==> config.mk <==
export PLATFORM = sky130hd
export DESIGN_NAME = regs_wb_arbiter_flat
export DESIGN_NICKNAME = d
export VERILOG_FILES = /design/src/rtl/regs_wb_arbiter_if.sv /design/src/rtl/regs_wb_arbiter.sv /design/src/flat_wrapper.sv
export SDC_FILE = /design/constraint.sdc
export NUM_CORES = 1
export LEC_CHECK = 0
export CORE_MARGIN = 8
export CORE_UTILIZATION = 45
export DETAILED_ROUTE_END_ITERATION = 6
export PLACE_DENSITY_LB_ADDON = 0.12
export SYNTH_ARGS = -nofsm -noshare
export SYNTH_HDL_FRONTEND = slang
export SYNTH_SLANG_ARGS = --single-unit
==> constraint.sdc <==
create_clock -name clk -period 2.1 [get_ports clk]
set_input_delay 0.42 -clock clk [delete_from_list [all_inputs] [get_ports clk]]
set_output_delay 0.42 -clock clk [all_outputs]
set_load 0.05 [all_outputs]
==> src/rtl/regs_wb_arbiter_if.sv <==
// Bus bundle for the register-file write-port arbiter: A/B writeback, issue, decode and write port.
// slave is the arbiter side; master is the pipeline / register-file side.
interface regs_wb_arbiter_if #(
  parameter int unsigned n = 8
);
  logic         a_valid;
  logic [3:0]   a_addr;
  logic [n-1:0] a_data;

  logic         b_valid;
  logic         b_ready;
  logic [3:0]   b_addr;
  logic [n-1:0] b_data;

  logic         issue_valid;
  logic [3:0]   issue_addr;

  logic [3:0]   rs1;
  logic [3:0]   rs2;
  logic [3:0]   rd;
  logic         stall;
  logic         bubble_req;

  logic         w;
  logic [3:0]   waddr;
  logic [n-1:0] wdata;
  logic         err;

  modport slave (
    input  a_valid, a_addr, a_data,
    input  b_valid, b_addr, b_data,
    output b_ready,
    input  issue_valid, issue_addr,
    input  rs1, rs2, rd,
    output stall, bubble_req,
    output w, waddr, wdata, err
  );

  modport master (
    output a_valid, a_addr, a_data,
    output b_valid, b_addr, b_data,
    input  b_ready,
    output issue_valid, issue_addr,
    output rs1, rs2, rd,
    input  stall, bubble_req,
    input  w, waddr, wdata, err
  );
endinterface

==> src/rtl/regs_wb_arbiter.sv <==
// Shares the single register-file write port between pipeline writeback (A, priority) and a
// buffered multi-cycle writeback (B), and tracks busy destinations for decode-stage stalls.
module regs_wb_arbiter #(
  parameter int unsigned n     = 8,
  parameter int unsigned NREG  = 14,
  parameter int unsigned DEPTH = 2
) (
  input logic               clk,
  input logic               reset,
  regs_wb_arbiter_if.slave  bus
);

  localparam int unsigned PW      = $clog2(DEPTH);
  localparam logic [PW:0] CntFull = (PW + 1)'(DEPTH);

  typedef struct packed {
    logic [3:0]   addr;
    logic [n-1:0] data;
  } entry_t;

  entry_t          fifo_q [DEPTH];
  logic [PW-1:0]   wr_ptr_q, rd_ptr_q;
  logic [PW:0]     cnt_q;
  logic [NREG-1:0] busy_q, busy_d;
  logic            w_q, bubble_q, err_q, err_d;
  logic [3:0]      waddr_q;
  logic [n-1:0]    wdata_q;

  logic   full, push, pop;
  entry_t head;

  function automatic logic in_range(input logic [3:0] a);
    return {1'b0, a} < 5'(NREG);
  endfunction

  function automatic logic writable(input logic [3:0] a);
    return in_range(a) && (a != 4'd0);
  endfunction

  function automatic logic is_busy(input logic [NREG-1:0] b, input logic [3:0] a);
    return writable(a) && b[a];
  endfunction

  assign full = (cnt_q == CntFull);
  assign push = bus.b_valid & ~full;
  // B drains only in cycles where A leaves the port free.
  assign pop  = ~bus.a_valid & (cnt_q != '0);
  assign head = fifo_q[rd_ptr_q];

  always_comb begin
    busy_d = busy_q;
    if (pop && writable(head.addr)) begin
      busy_d[head.addr] = 1'b0;
    end
    // A fresh issue overrides a commit to the same register.
    if (bus.issue_valid && writable(bus.issue_addr)) begin
      busy_d[bus.issue_addr] = 1'b1;
    end
  end

  always_comb begin
    err_d = err_q;
    if (bus.a_valid && (!in_range(bus.a_addr) || is_busy(busy_q, bus.a_addr))) begin
      err_d = 1'b1;
    end
    if (pop && !in_range(head.addr)) begin
      err_d = 1'b1;
    end
    if (bus.issue_valid && is_busy(busy_q, bus.issue_addr)) begin
      err_d = 1'b1;
    end
  end

  always_ff @(posedge clk) begin
    if (push) begin
      fifo_q[wr_ptr_q] <= '{addr: bus.b_addr, data: bus.b_data};
    end
  end

  always_ff @(posedge clk) begin
    if (reset) begin
      wr_ptr_q <= '0;
      rd_ptr_q <= '0;
      cnt_q    <= '0;
      busy_q   <= '0;
      w_q      <= 1'b0;
      waddr_q  <= '0;
      wdata_q  <= '0;
      err_q    <= 1'b0;
      bubble_q <= 1'b0;
    end else begin
      if (push) begin
        wr_ptr_q <= wr_ptr_q + 1'b1;
      end
      if (pop) begin
        rd_ptr_q <= rd_ptr_q + 1'b1;
      end
      if (push && !pop) begin
        cnt_q <= cnt_q + 1'b1;
      end else if (pop && !push) begin
        cnt_q <= cnt_q - 1'b1;
      end

      if (bus.a_valid) begin
        w_q     <= writable(bus.a_addr);
        waddr_q <= bus.a_addr;
        wdata_q <= bus.a_data;
      end else if (pop) begin
        w_q     <= writable(head.addr);
        waddr_q <= head.addr;
        wdata_q <= head.data;
      end else begin
        w_q <= 1'b0;
      end

      if (full && bus.a_valid) begin
        bubble_q <= 1'b1;
      end else if (!full) begin
        bubble_q <= 1'b0;
      end

      busy_q <= busy_d;
      err_q  <= err_d;
    end
  end

  assign bus.b_ready    = ~full;
  assign bus.stall      = is_busy(busy_q, bus.rs1) | is_busy(busy_q, bus.rs2) |
                          is_busy(busy_q, bus.rd);
  assign bus.bubble_req = bubble_q;
  assign bus.w          = w_q;
  assign bus.waddr      = waddr_q;
  assign bus.wdata      = wdata_q;
  assign bus.err        = err_q;

endmodule
==> src/flat_wrapper.sv <==
// flat-port wrapper written by rule: the top's interface ports become plain ports
module regs_wb_arbiter_flat 
#(
  parameter int unsigned n     = 8,
  parameter int unsigned NREG  = 14,
  parameter int unsigned DEPTH = 2
)
  (clk, reset, bus_a_valid, bus_a_addr, bus_a_data, bus_b_valid, bus_b_addr, bus_b_data, bus_b_ready, bus_issue_valid, bus_issue_addr, bus_rs1, bus_rs2, bus_rd, bus_stall, bus_bubble_req, bus_w, bus_waddr, bus_wdata, bus_err);
  regs_wb_arbiter_if #(.n(n)) bus_i ();
  input logic clk;
  input logic reset;
  input wire logic [$bits(bus_i.a_valid)-1:0] bus_a_valid;
  input wire logic [$bits(bus_i.a_addr)-1:0] bus_a_addr;
  input wire logic [$bits(bus_i.a_data)-1:0] bus_a_data;
  input wire logic [$bits(bus_i.b_valid)-1:0] bus_b_valid;
  input wire logic [$bits(bus_i.b_addr)-1:0] bus_b_addr;
  input wire logic [$bits(bus_i.b_data)-1:0] bus_b_data;
  output wire logic [$bits(bus_i.b_ready)-1:0] bus_b_ready;
  input wire logic [$bits(bus_i.issue_valid)-1:0] bus_issue_valid;
  input wire logic [$bits(bus_i.issue_addr)-1:0] bus_issue_addr;
  input wire logic [$bits(bus_i.rs1)-1:0] bus_rs1;
  input wire logic [$bits(bus_i.rs2)-1:0] bus_rs2;
  input wire logic [$bits(bus_i.rd)-1:0] bus_rd;
  output wire logic [$bits(bus_i.stall)-1:0] bus_stall;
  output wire logic [$bits(bus_i.bubble_req)-1:0] bus_bubble_req;
  output wire logic [$bits(bus_i.w)-1:0] bus_w;
  output wire logic [$bits(bus_i.waddr)-1:0] bus_waddr;
  output wire logic [$bits(bus_i.wdata)-1:0] bus_wdata;
  output wire logic [$bits(bus_i.err)-1:0] bus_err;
  assign bus_i.a_valid = bus_a_valid;
  assign bus_i.a_addr = bus_a_addr;
  assign bus_i.a_data = bus_a_data;
  assign bus_i.b_valid = bus_b_valid;
  assign bus_i.b_addr = bus_b_addr;
  assign bus_i.b_data = bus_b_data;
  assign bus_b_ready = bus_i.b_ready;
  assign bus_i.issue_valid = bus_issue_valid;
  assign bus_i.issue_addr = bus_issue_addr;
  assign bus_i.rs1 = bus_rs1;
  assign bus_i.rs2 = bus_rs2;
  assign bus_i.rd = bus_rd;
  assign bus_stall = bus_i.stall;
  assign bus_bubble_req = bus_i.bubble_req;
  assign bus_w = bus_i.w;
  assign bus_waddr = bus_i.waddr;
  assign bus_wdata = bus_i.wdata;
  assign bus_err = bus_i.err;
  regs_wb_arbiter #(.n(n), .NREG(NREG), .DEPTH(DEPTH)) u_core (.clk(clk), .reset(reset), .bus(bus_i));
endmodule
=== Word level (Yosys, flattened, before mapping) ===
Memories as Yosys holds them, arrays and structs flattened. A register that Yosys moved wholly into a read port is not among the register bits.
Index checks and enable logic that the tools add are counted.

* Memories kept: 1
* Output and inout port bits: 17
* Memory bits (writable): 24
* Input port bits: 45
* Bits in registers: 33

{| class="wikitable"
|+ Memory list
! name !! words !! width !! read ports !! clocked after memory_dff !! write ports !! RTL line !! text
|-
| u_core.fifo_q || 2 || 12 || 1 || 1 || 1 || regs_wb_arbiter.sv:21 || <nowiki>entry_t fifo_q [DEPTH];</nowiki>
|}

* Mux-type cells: 33
* Add/sub/neg operators: 4
* $lt $le $gt $ge: 14
* Reductions and logical operators: 36
* Eq/ne operators: 2
* Bitwise logic cells: 9

{| class="wikitable"
|+ Operator list
! kind !! count
|-
| 4-bit by 5-bit < comparator with 1-bit output, second input constant || 6
|-
| 14-bit 2-to-1 mux || 2
|-
| 4-bit < comparator, second input constant || 6
|-
| 4-bit nonzero test || 6
|-
| 1-bit logical AND || 21
|-
| 1-bit binary-select mux with 4-bit select || 5
|-
| 1-bit 2-to-1 mux || 18
|-
| 8-bit 2-to-1 mux || 2
|-
| 14-bit bitwise AND || 1
|-
| 14-bit NOT || 1
|-
| 14-bit OR || 1
|-
| 1-bit demux with 4-bit select || 2
|-
| 4-bit by 1-bit greater-or-equal comparator with 1-bit output, second input constant || 2
|-
| 4-bit 2-to-1 mux || 2
|-
| 2-bit nonzero test || 3
|-
| 1-bit logical NOT || 4
|-
| 2-bit 2-to-1 mux || 2
|-
| 3-bit nonzero test || 1
|-
| 1-bit adder, second input constant || 2
|-
| 2-bit by 1-bit adder with 2-bit output, second input constant || 1
|-
| 1-bit bitwise AND || 2
|-
| 2-bit == test, second input constant || 1
|-
| 2-bit inequality test, second input constant || 1
|-
| 1-bit NOT || 2
|-
| 3 further kinds || 4
|}

=== Depth between registers and ports, before layout ===
Gate-level depths: netlist of the first run.

* Depth in word-level cells: 9
* Mapped depth: 8
* Depth with buffers taken out: 7

=== Worst setup path before layout of the first run ===
No wires, ideal clock.

* Kind: input-to-output
* Start point: input port bus_rs1[0]
* End point: output port bus_stall
* Cell stages on the path: 5
* Data arrival time: 1.847 ns
* Slack: -0.167 ns
* Cell sequence: buf_2 > mux4_2 > mux2_2 > nand2_1 > nand4_1

* Longest elaborated chain between the ends: 5
* Elaborated cells between the ends (all ways): 8
* Classes of those cells: order compare: 1; mux: 2; bitwise: 2; reduce/logical: 3

{| class="wikitable"
|+ RTL lines
! what !! RTL line !! text
|-
| start: declaration || flat_wrapper.sv:21 || <nowiki>input wire logic [$bits(bus_i.rs1)-1:0] bus_rs1;</nowiki>
|-
| 1-bit binary-select mux with 4-bit select (tied with other cells) || regs_wb_arbiter.sv:41 || <nowiki>return writable(a) && b[a];</nowiki>
|-
| 1-bit 2-to-1 mux (implied by the code) / 1-bit logical AND (equally long branches) || regs_wb_arbiter.sv:41, regs_wb_arbiter.sv:37 ||
|-
| 1-bit logical AND * || regs_wb_arbiter.sv:41 ||
|-
| 1-bit OR * (2 in series) || regs_wb_arbiter.sv:128 || <nowiki>assign bus.stall = is_busy(busy_q, bus.rs1) | is_busy(busy_q, bus.rs2) |</nowiki>
|-
| end: declaration || flat_wrapper.sv:24 || <nowiki>output wire logic [$bits(bus_i.stall)-1:0] bus_stall;</nowiki>
|}

Every way passes the cells marked *; elsewhere a longest branch is shown, timed or not. The select of a mux whose other input is x is not followed.

=== Worst setup path in the final report of the first run ===
* Start point: register u_core.busy_q[4]
* End point: output port bus_stall

* Longest elaborated chain between the ends: 5
* Elaborated cells between the ends (all ways): 11
* Classes of those cells: mux: 6; bitwise: 2; reduce/logical: 3

{| class="wikitable"
|+ RTL lines
! what !! RTL line !! text
|-
| start: declaration || regs_wb_arbiter.sv:24 || <nowiki>logic [NREG-1:0] busy_q, busy_d;</nowiki>
|-
| start signal: assignment || regs_wb_arbiter.sv:122 || <nowiki>busy_q <= busy_d;</nowiki>
|-
| 1-bit binary-select mux with 4-bit select || regs_wb_arbiter.sv:41 ||
|-
| 1-bit 2-to-1 mux (implied by the code) || regs_wb_arbiter.sv:41 ||
|-
| 1-bit logical AND || regs_wb_arbiter.sv:41 ||
|-
| 1-bit OR || regs_wb_arbiter.sv:128 ||
|-
| 1-bit OR * || regs_wb_arbiter.sv:128 ||
|}

Marked as above.

==> flow_metrics.tcl, run 1 <==
set metrics [dict create \
    grt-ovfl-total 0 \
    ys.flop_type "dfxtp_1" \
    fin_ws_ps -196.4 \
    drt_iter0_markers 128 \
    p_leak_nw 1.540 \
    core_mm2 0.006386 \
    totalPowerFinal_mw 3.757 \
    dp_cells 450 \
    maxCapViolations 0 \
    r2r_start "u_core.busy_q[11]$_SDFF_PP0_" \
    path_buf_inv 1 \
    synth_edf_count 24 \
    startpoint_type "register" \
    required_ps 1680 \
    topRoutingLayerUsed "met4" \
    drt-vias-per-instance 5.580 \
    postSynthAreaPerCell_um2 10.07 \
    ant_nets 0 \
    pre_cts_ws_ps -538.6 \
    final-setup-viol-count 1 \
    final_common_cell "clkdlybuf4s50_1" \
    cts.sinks 58 \
    min_period_ps 2296 \
    antenna_found_initial 0 \
    port-buffer-count 61 \
    fin_crit_sh 1.094 \
    grt_usage 0.1676 \
    synth_nets 342 \
    regArea_mm2 0.001413 \
    final_area_mm2 0.004089 \
    cts_tree "yes" \
    cts-hold-fix-buffers 0 \
    ir_drop_mv 0.7277 \
    core.rowCount 29 \
    dp_hpwl_um 5866 \
    rr_endpoint "u_core.bus.err$_SDFFE_PP0P_" \
    max_freq_mhz 435.5 \
    rr_worst_depth 7 \
    dieArea_mm2 0.009483 \
    synth_cells 296 \
    grt_pass1_wl_um 13080 \
    die_width_um 97.38 \
    clkTransAtPathRegs_ps 60 \
    endpoint "bus_stall" \
    start_util 0.4667 \
    mostFrequentLayoutCells "clkdlybuf4s50_1, nor2_1, buf_4, a21oi_1, dfxtp_1" \
    drive_gt1_frac 0.2103 \
    powerDensity_mw_per_mm2 918.9 \
    violations "setup timing" \
    tns_ps -196.4 \
    dr.pass1.iters 4 \
    io_pins 62 \
    crit_type "reg2out" \
    cts_root_buf "clkbuf_8" \
    yosysWarnings 0 \
    wirelength_met1_um 3570 \
    multi_input_area_mm2 0.001461 \
    worstMarginPinSlew_ps 535.2 \
    r2r_setup_slack_ps 340 \
    hp-class "reg2reg" \
    rsz0062_at_grt "true" \
    grt_max_degree 36 \
    clock_skew_ps 7.487 \
    crit_fanout 5 \
    clock_latency_ps 330 \
    cts_buffer_depth 2 \
    diodes 0 \
    grt_pass1_vias 2661 \
    wl_met2_um 3744 \
    synth_cell_type_count 45 \
    wl_met3_um 451 \
    hold_violations 0 \
    die_y_um 97.38 \
    slew_violations 0 \
    crit_start "u_core.busy_q[4]$_SDFF_PP0_" \
    wl_um 7870 \
    routedWlPerCell_um 16.85 \
    cpLargestDelayFamily "multiplexers" \
    slowest_stage "mux4_2" \
    status "finished with violations" \
    crit_path_end_kind "output pin" \
    place_area_mm2 0.003875 \
    htree_levels 3 \
    async_flop_share 0 \
    fillers 551 \
    cts_buffers 9 \
    syn_area_mm2 0.002980 \
    synth.ff_latch_count 58 \
    crit_cells 5 \
    nets 431 \
    max_slew_margin 0.6330 \
    drc 0 \
    critPathMaxStageDelay_ps 440 \
    vias 2606 \
    seq_area_frac_synth 0.4702 \
    place_congestion 0.8938 \
    worst_ep_arrival_time_ps 1880 \
    path_cells "mux4_2 > mux2_2 > a22oi_1 > nand4_1 > buf_6" \
    final_cells 467 \
    area_growth_pct 37.20 \
]
sequential cells by signal, indices dropped and copies added, names as in the netlist, named ones only:
name / cells
u_core.fifo_q: 24
u_core.busy_q: 14
u_core.bus.wdata: 8
u_core.bus.waddr: 4
u_core.cnt_q: 2
u_core.bus.bubble_req: 1
u_core.bus.err: 1
u_core.bus.w: 1
u_core.rd_ptr_q: 1
u_core.wr_ptr_q: 1
kinds of logic after synthesis:
family | count (synthesis) | share of synthesized area
AND/OR/NAND/NOR | 95 | 0.1579
AO/OA/AOI/OAI | 73 | 0.1457
flip-flops | 58 | 0.4702
multiplexers | 38 | 0.1692
buffers and inverters | 27 | 0.04114
XOR/XNOR | 4 | 0.01175
adder cells (fa/ha/maj) | 1 | 0.004197
cell type report:
class	count	area share
Timing Repair Buffer	99	0.2206
Clock inverter	6	0.01622
Multi-Input combinational cell	211	0.3574
Clock buffer	10	0.03121
Tap cell	77	0.02356
Inverter	6	0.005508
Sequential cell	58	0.3455
synthesized netlist by cell type (2+ instances only):
master / count / area (um^2)
nor2_1: 38 / 142.6
dfxtp_1: 34 / 680.7
a21oi_1: 31 / 155.2
edfxtp_1: 24 / 720.7
mux2i_1: 23 / 230.2
nand2_1: 18 / 67.56
o21ai_0: 16 / 80.08
clkbuf_1: 13 / 48.80
a211oi_1: 12 / 90.09
mux4_2: 8 / 180.2
nand3_1: 7 / 35.03
mux2_2: 6 / 67.56
nand4_1: 6 / 37.54
nor2b_1: 6 / 37.54
buf_2: 5 / 25.02
inv_1: 5 / 18.77
a31oi_1: 4 / 25.02
nand3b_1: 4 / 30.03
xor2_1: 4 / 35.03
a2111oi_0: 2 / 17.52
a22oi_1: 2 / 15.01
and3_1: 2 / 12.51
buf_4: 2 / 15.01
nand2b_1: 2 / 12.51
nor3_1: 2 / 10.01
layer usage:
layer | vias up | global-route usage
met1 | 1251 | 0.2039
met3 | 12 | 0.04836
met5 | - | 0
li1 | 1280 | -
met4 | 0 | 0.05828
met2 | 63 | 0.2747
per-stage QoR:
stage | utilization | hold slack (ps)
after floorplan | - | 451.7
after global placement | 0.6068 | 477.2
after detailed placement | 0.6068 | 492.7
after CTS | 0.6395 | 506.9
after global routing | 0.6403 | 523.0
final | 0.6403 | 501.5
where the power goes:
part	total (mW)	internal, mW	switching, mW
Combinational	1.32	0.542	0.776
Sequential	1.44	1.35	0.0960
Clock	0.996	0.549	0.447
worst min-delay path by stage:
stage / startpoint / to / slack (ps) / cells past startpoint
after CTS: u_core.cnt_q[1]$_SDFFE_PP0P_ / u_core.cnt_q[1]$_SDFFE_PP0P_ / 510 / 2
after global placement: u_core.bus.bubble_req$_SDFFE_PP0P_ / u_core.bus.bubble_req$_SDFFE_PP0P_ / 480 / 2
after global routing: u_core.cnt_q[1]$_SDFFE_PP0P_ / u_core.cnt_q[1]$_SDFFE_PP0P_ / 520 / 2
final: u_core.busy_q[0]$_SDFF_PP0_ / u_core.busy_q[0]$_SDFF_PP0_ / 500 / 1
after floorplan: u_core.busy_q[0]$_SDFF_PP0_ / u_core.busy_q[0]$_SDFF_PP0_ / 450 / 1
after detailed placement: u_core.bus.bubble_req$_SDFFE_PP0P_ / u_core.bus.bubble_req$_SDFFE_PP0P_ / 490 / 2
timing repair:
| action | CTS | global route |
|---|---|---|
| buffers inserted | 1 | 0 |
| gates resized for setup | 15 | 7 |
| pin swaps | 1 | 2 |
| setup endpoints to repair | 1 | 2 |
Note: power is estimated with default switching activity, not from simulation.
==> run 2, diff against run 1 <==
--- a/config.mk
+++ b/config.mk
@@ -5,6 +5,7 @@
 export SDC_FILE = /design/constraint.sdc
 export NUM_CORES = 1
 export LEC_CHECK = 0
+export CAP_MARGIN = 20
 export CORE_MARGIN = 8
 export CORE_UTILIZATION = 45
 export DETAILED_ROUTE_END_ITERATION = 6
==> results of run 2 <==
The final DEF is identical to that of run 1; final timing and power are the same.
